--- config.mk ---
export PLATFORM = sky130hd
export DESIGN_NAME = pipeline_ctrl
export DESIGN_NICKNAME = d
export VERILOG_FILES = /design/src/rtl/pipeline_ctrl.sv
export SDC_FILE = /design/constraint.sdc
export NUM_CORES = 1
export LEC_CHECK = 0
export BUFFER_PORTS_ARGS = -buffer_cell sky130_fd_sc_hd__clkbuf_2
export CAP_MARGIN = 20
export CELL_PAD_IN_SITES_DETAIL_PLACEMENT = 1
export CELL_PAD_IN_SITES_GLOBAL_PLACEMENT = 1
export CORE_MARGIN = 2
export CORE_UTILIZATION = 30
export CTS_BUF_LIST = sky130_fd_sc_hd__clkbuf_8 sky130_fd_sc_hd__clkbuf_16
export CTS_CLUSTER_SIZE = 28
export DETAILED_ROUTE_END_ITERATION = 8
export PLACE_DENSITY_LB_ADDON = 0.1
export SYNTH_ARGS = -nofsm -noshare
export SYNTH_HDL_FRONTEND = slang
export SYNTH_SLANG_ARGS = --single-unit
--- constraint.sdc ---
create_clock -name clk -period 5.2 [get_ports clk]
set_input_delay 0.78 -clock clk [delete_from_list [all_inputs] [get_ports clk]]
set_output_delay 0.78 -clock clk [all_outputs]
set_load 0.01 [all_outputs]
--- src/rtl/pipeline_ctrl.sv ---
// Stall/flush sequencer for the 5-stage pipeline.
// Load-use bubbles, branch flushes, memory-wait freeze and halt drain.
module pipeline_ctrl #(
  parameter int CNT_W     = 16,
  parameter int WAIT_MAX  = 255,
  parameter int DRAIN_CYC = 4
) (
  input  logic             clk,
  input  logic             rst,
  input  logic [4:0]       id_rs,
  input  logic [4:0]       id_rt,
  input  logic             id_uses_rt,
  input  logic             id_halt,
  input  logic             ex_mem_read,
  input  logic [4:0]       ex_rt,
  input  logic             mem_pc_src,
  input  logic             dmem_req,
  input  logic             dmem_ready,
  output logic             pc_write,
  output logic             ifid_write,
  output logic             ifid_flush,
  output logic             idex_flush,
  output logic             exmem_flush,
  output logic             pipe_hold,
  output logic             halted,
  output logic             err_timeout,
  output logic [CNT_W-1:0] stall_cnt,
  output logic [CNT_W-1:0] flush_cnt
);

  localparam int WW = (WAIT_MAX < 2) ? 1 : $clog2(WAIT_MAX + 1);
  localparam int DW = (DRAIN_CYC < 2) ? 1 : $clog2(DRAIN_CYC + 1);

  typedef enum logic [1:0] {
    S_RUN,
    S_WAIT,
    S_DRAIN,
    S_HALT
  } state_t;

  state_t        state;
  logic [WW-1:0] wait_cnt;
  logic [DW-1:0] drain_cnt;
  logic          resume_drain;
  logic          load_use;
  logic          mem_busy;
  logic          stall_cyc;

  assign load_use = ex_mem_read && (ex_rt != 5'd0) &&
                    ((ex_rt == id_rs) ||
                     (id_uses_rt && (ex_rt == id_rt)));
  assign mem_busy = dmem_req && !dmem_ready;
  assign halted   = (state == S_HALT);

  assign stall_cyc = !pc_write &&
                     ((state == S_RUN) || (state == S_WAIT));

  // Pipeline enables decoded from current state and hazards
  always_comb begin
    pc_write    = 1'b1;
    ifid_write  = 1'b1;
    ifid_flush  = 1'b0;
    idex_flush  = 1'b0;
    exmem_flush = 1'b0;
    pipe_hold   = 1'b0;
    if (rst) begin
      pc_write    = 1'b0;
      ifid_write  = 1'b0;
      ifid_flush  = 1'b1;
      idex_flush  = 1'b1;
      exmem_flush = 1'b1;
    end else begin
      unique case (state)
        S_RUN: begin
          if (mem_busy) begin
            pc_write   = 1'b0;
            ifid_write = 1'b0;
            pipe_hold  = 1'b1;
          end else if (mem_pc_src) begin
            ifid_flush  = 1'b1;
            idex_flush  = 1'b1;
            exmem_flush = 1'b1;
          end else if (id_halt) begin
            pc_write   = 1'b0;
            ifid_flush = 1'b1;
          end else if (load_use) begin
            pc_write   = 1'b0;
            ifid_write = 1'b0;
            idex_flush = 1'b1;
          end
        end
        S_WAIT: begin
          if (!dmem_ready) begin
            pc_write   = 1'b0;
            ifid_write = 1'b0;
            pipe_hold  = 1'b1;
          end
        end
        S_DRAIN: begin
          pc_write   = 1'b0;
          ifid_flush = 1'b1;
        end
        S_HALT: begin
          pc_write   = 1'b0;
          ifid_write = 1'b0;
          pipe_hold  = 1'b1;
        end
        default: ;
      endcase
    end
  end

  // Sequencer state, wait/drain timers and saturating statistics
  always_ff @(posedge clk) begin
    if (rst) begin
      state        <= S_RUN;
      wait_cnt     <= '0;
      drain_cnt    <= '0;
      resume_drain <= 1'b0;
      err_timeout  <= 1'b0;
      stall_cnt    <= '0;
      flush_cnt    <= '0;
    end else begin
      if (stall_cyc && (stall_cnt != '1))
        stall_cnt <= stall_cnt + 1'b1;
      unique case (state)
        S_RUN: begin
          if (mem_busy) begin
            wait_cnt <= WW'(1);
            state    <= S_WAIT;
          end else if (mem_pc_src) begin
            if (flush_cnt != '1)
              flush_cnt <= flush_cnt + 1'b1;
          end else if (id_halt) begin
            drain_cnt <= DW'(1);
            state     <= S_DRAIN;
          end
        end
        S_WAIT: begin
          if (dmem_ready) begin
            state        <= resume_drain ? S_DRAIN : S_RUN;
            resume_drain <= 1'b0;
          end else if (wait_cnt == WW'(WAIT_MAX)) begin
            err_timeout  <= 1'b1;
            resume_drain <= 1'b0;
            state        <= S_HALT;
          end else begin
            wait_cnt <= wait_cnt + 1'b1;
          end
        end
        S_DRAIN: begin
          if (mem_busy) begin
            resume_drain <= 1'b1;
            wait_cnt     <= WW'(1);
            state        <= S_WAIT;
          end else if (drain_cnt == DW'(DRAIN_CYC)) begin
            state <= S_HALT;
          end else begin
            drain_cnt <= drain_cnt + 1'b1;
          end
        end
        S_HALT: ;
        default: state <= S_RUN;
      endcase
    end
  end

endmodule

==> results.json <==
{
  "drt_iter0_drc": 83,
  "period_needed_ns": 3.00,
  "post-cts-setup-buffers": 0,
  "critPathBufInv": 2,
  "max_cap_violations": 0,
  "drive_gt1_share_pct": 23.5,
  "synthFlopType": "dfxtp_1",
  "p_int_mw": 0.674,
  "reg2reg_depth": 9,
  "fmax_ghz": 0.333,
  "worst_pin_slew_ns": 0.952,
  "yosys_warnings": 0,
  "cts_num_sinks": 47,
  "die_w_microns": 99.9,
  "netlist_area_sq_um": 2760,
  "syn_inst": 324,
  "track_usage_pct": 14.4,
  "final_common_cell": "clkbuf_2",
  "reg2reg_to": "stall_cnt[6]",
  "cts-root-buf": "clkbuf_8",
  "syn2layout_area_growth_pct": 17.3,
  "syn-mean-instance-area_sq_um": 8.52,
  "cts-resized-gates": 0,
  "synth_area_leaders": "dfxtp_1 (34%), xnor2_1 (5.7%), nor2_1 (5.3%), ha_1 (4.5%), a21oi_1 (3.8%)",
  "startpoint_type": "input port",
  "cpPeakStageDelay_ns": 0.54,
  "criticalPathCategory": "in -> out",
  "most-common-layout-cells": "clkbuf_2 (62), dfxtp_1 (47), nor2_1 (39), a21oi_1 (21), nand3_1 (20)",
  "critPathRequiredTime_ns": 4.42,
  "via_count": 2588,
  "ys_seq_elements": 47,
  "clock_path_buffers": 2,
  "ff_latch_area_sq_um": 941,
  "cp_max_fo": 3,
  "io-pin-count": 63,
  "dr.pass1.iters": 4,
  "hold_violations": 0,
  "instances_no_fill": 494,
  "net-switching-power_mw": 0.415,
  "ys_seq_area_share_pct": 34.1,
  "path_common_cell": "clkbuf_2",
  "clkPwrFrac_pct": 24.5,
  "grt_pass1_wl_mm": 11.9,
  "start_util_pct": 30.4,
  "reg2reg_from": "state[1]",
  "setup_viol": 0,
  "ir_worst_vdd_uv": 132,
  "cts.clk_slew.worst_paths_ns": 0.08,
  "hpwl_mm": 5.22,
  "die_h_microns": 99.9,
  "p_comb_share_pct": 36.9,
  "synth_top_area_share_pct": 34.1,
  "dp.cells": 486,
  "vias_per_cell": 5.24,
  "synth.distinct_cells": 52,
  "routedWlPerCell_microns": 14.5,
  "htree_levels": 2,
  "overflow": 0,
  "slowest_stage": "or4_1",
  "dieArea_sq_um": 9980,
  "gp_congestion": 0.742,
  "grt_max_degree": 48,
  "worst_hold_path.num_cells": 2,
  "antenna_cells": 0,
  "post-route-period-util_pct": 57.7,
  "leakage_nw": 1.24,
  "nFillCells": 1125,
  "finalWirelength_mm": 7.17,
  "io_buffers": 62,
  "clock_latency_ns": 0.30,
  "p_per_area_nw_per_um2": 336,
  "finalSetupTns_ns": 0,
  "critical_path_arrival_ns": 2.22,
  "nets": 416,
  "cts_tree": "done",
  "yosysTopAreaCell": "dfxtp_1",
  "grt_pass1_vias": 2507,
  "maxSlewHeadroom_pct": 36.3,
  "numCtsBuffers": 5,
  "run_status": "finished, final reports clean",
  "holdPathEnd": "stall_cnt[9]",
  "power_mw": 1.09,
  "synth_edf_count": 0,
  "antenna_found_initial": 0,
  "fin_skew_ns": 0.0108,
  "remaining_drc_errors": 0,
  "path_depth": 7,
  "synth_fp_nets": 357,
  "cp_cell_sequence": "clkbuf_2 -> or4_1 -> o21ai_2 -> nand2b_1 -> o311ai_0 -> a21oi_1 -> clkbuf_2",
  "hp-start": "stall_cnt[9]",
  "multi_input_area_sq_um": 1670,
  "seqPwrFrac_pct": 38.6,
  "cp_top_family": "simple AND/OR/NAND/NOR gates",
  "core_area_sq_um": 9060,
  "r2r_slack_ns": 2.70,
  "switching_share_pct": 38.1,
  "ctsHoldBuffers": 0,
  "ant_nets": 0,
  "hold_path.class": "reg -> reg",
  "end_kind": "output pin",
  "num_rows": 35,
  "grt_setup_unrepaired": "false",
  "async_flop_share_pct": 0,
  "maxSlewViolCount": 0
}
[power by group through the flow]
stage | Combinational, mW | Clock, mW | Sequential, mW
finish | 0.402 | 0.266 | 0.421
global route | 0.450 | 0.289 | 0.426
CTS | 0.404 | 0.278 | 0.421
detailed placement | 0.402 | 0 | 0.430
global placement | 0.400 | 0 | 0.428
floorplan | 0.338 | 0 | 0.426
[state kept, by name, indices dropped and copies added, names as in the netlist]
register / flops
wait_cnt: 8
err_timeout: 1
state: 2
stall_cnt: 16
flush_cnt: 16
drain_cnt: 3
resume_drain: 1
[kinds of logic after synthesis]
family	after synthesis	synth area share (%)
and+or+nand+nor	136	26.7
muxes	6	2.40
DFF	47	34.1
adders and majority gates	10	4.53
buffers and inverters	24	5.30
xor gates and xnor gates	28	8.88
AOI/OAI and AO/OA	73	18.1
[how the worst max path moves through the flow]
| stage | slack, ns | end | from |
|---|---|---|---|
| 3_3_place_gp | 2.19 | ifid_write | ex_rt[1] |
| 3_5_place_dp | 2.16 | ifid_write | ex_rt[1] |
| 4_1_cts | 2.16 | ifid_write | ex_rt[1] |
| 2_1_floorplan | 2.48 | ifid_write | ex_rt[1] |
| 6_report | 2.20 | ifid_write | ex_rt[1] |
| 5_1_grt | 2.07 | ifid_write | ex_rt[1] |
[final cells by class]
cell class / instances / share of cell area, %
multi-input cells: 253 / 51.7
repair buffers: 64 / 10.4
inverters: 12 / 1.39
clock inverters: 2 / 1.04
well taps: 111 / 4.29
clock buffers: 5 / 2.13
flip-flops and latches: 47 / 29.1
[per-layer routing]
| layer | GRT usage [%] | up-vias | wire (microns) |
|---|---|---|---|
| met3 | 2.44 | 8 | 200 |
| li1 | - | 1294 | - |
| met2 | 25.2 | 35 | 3430 |
| met4 | 3.69 | 0 | 77 |
| met1 | 18.6 | 1251 | 3460 |
| met5 | 0 | - | 0 |
[worst min-delay path: cells and delay by family (launching register included)]
family	cells	cell delay [ns]
AOI/OAI and AO/OA	2	0.13
DFF	1	0.34
[Yosys cell counts, drive strengths merged, types with 2 or more instances]
| library cell | count |
|---|---|
| and2b | 2 |
| or3 | 7 |
| ha | 10 |
| dfxtp | 47 |
| buf | 6 |
| and3 | 11 |
| nor2 | 39 |
| nand3 | 20 |
| nand2b | 4 |
| a21oi | 26 |
| a211oi | 3 |
| nand2 | 15 |
| xnor2 | 18 |
| o31ai | 11 |
| clkbuf | 6 |
| nor2b | 2 |
| nor3 | 6 |
| a31oi | 2 |
| o21a | 4 |
| o21ai | 16 |
| inv | 12 |
| mux2i | 4 |
| nand4 | 8 |
| xor2 | 10 |
| mux2 | 2 |
| or4 | 12 |
| and4 | 5 |
[through the flow]
stage	hold slack, ns	utilization (%)	cell area, sq um	setup WS (ns)
after global routing	0.548	35.7	3240	2.07
after detailed placement	0.494	34.4	3120	2.16
final	0.511	35.7	3240	2.20
after floorplan	0.458	-	2760	2.48
after global placement	0.478	34.4	3120	2.19
after CTS	0.512	35.5	3220	2.16
Note: power is estimated with default switching activity, not from simulation.
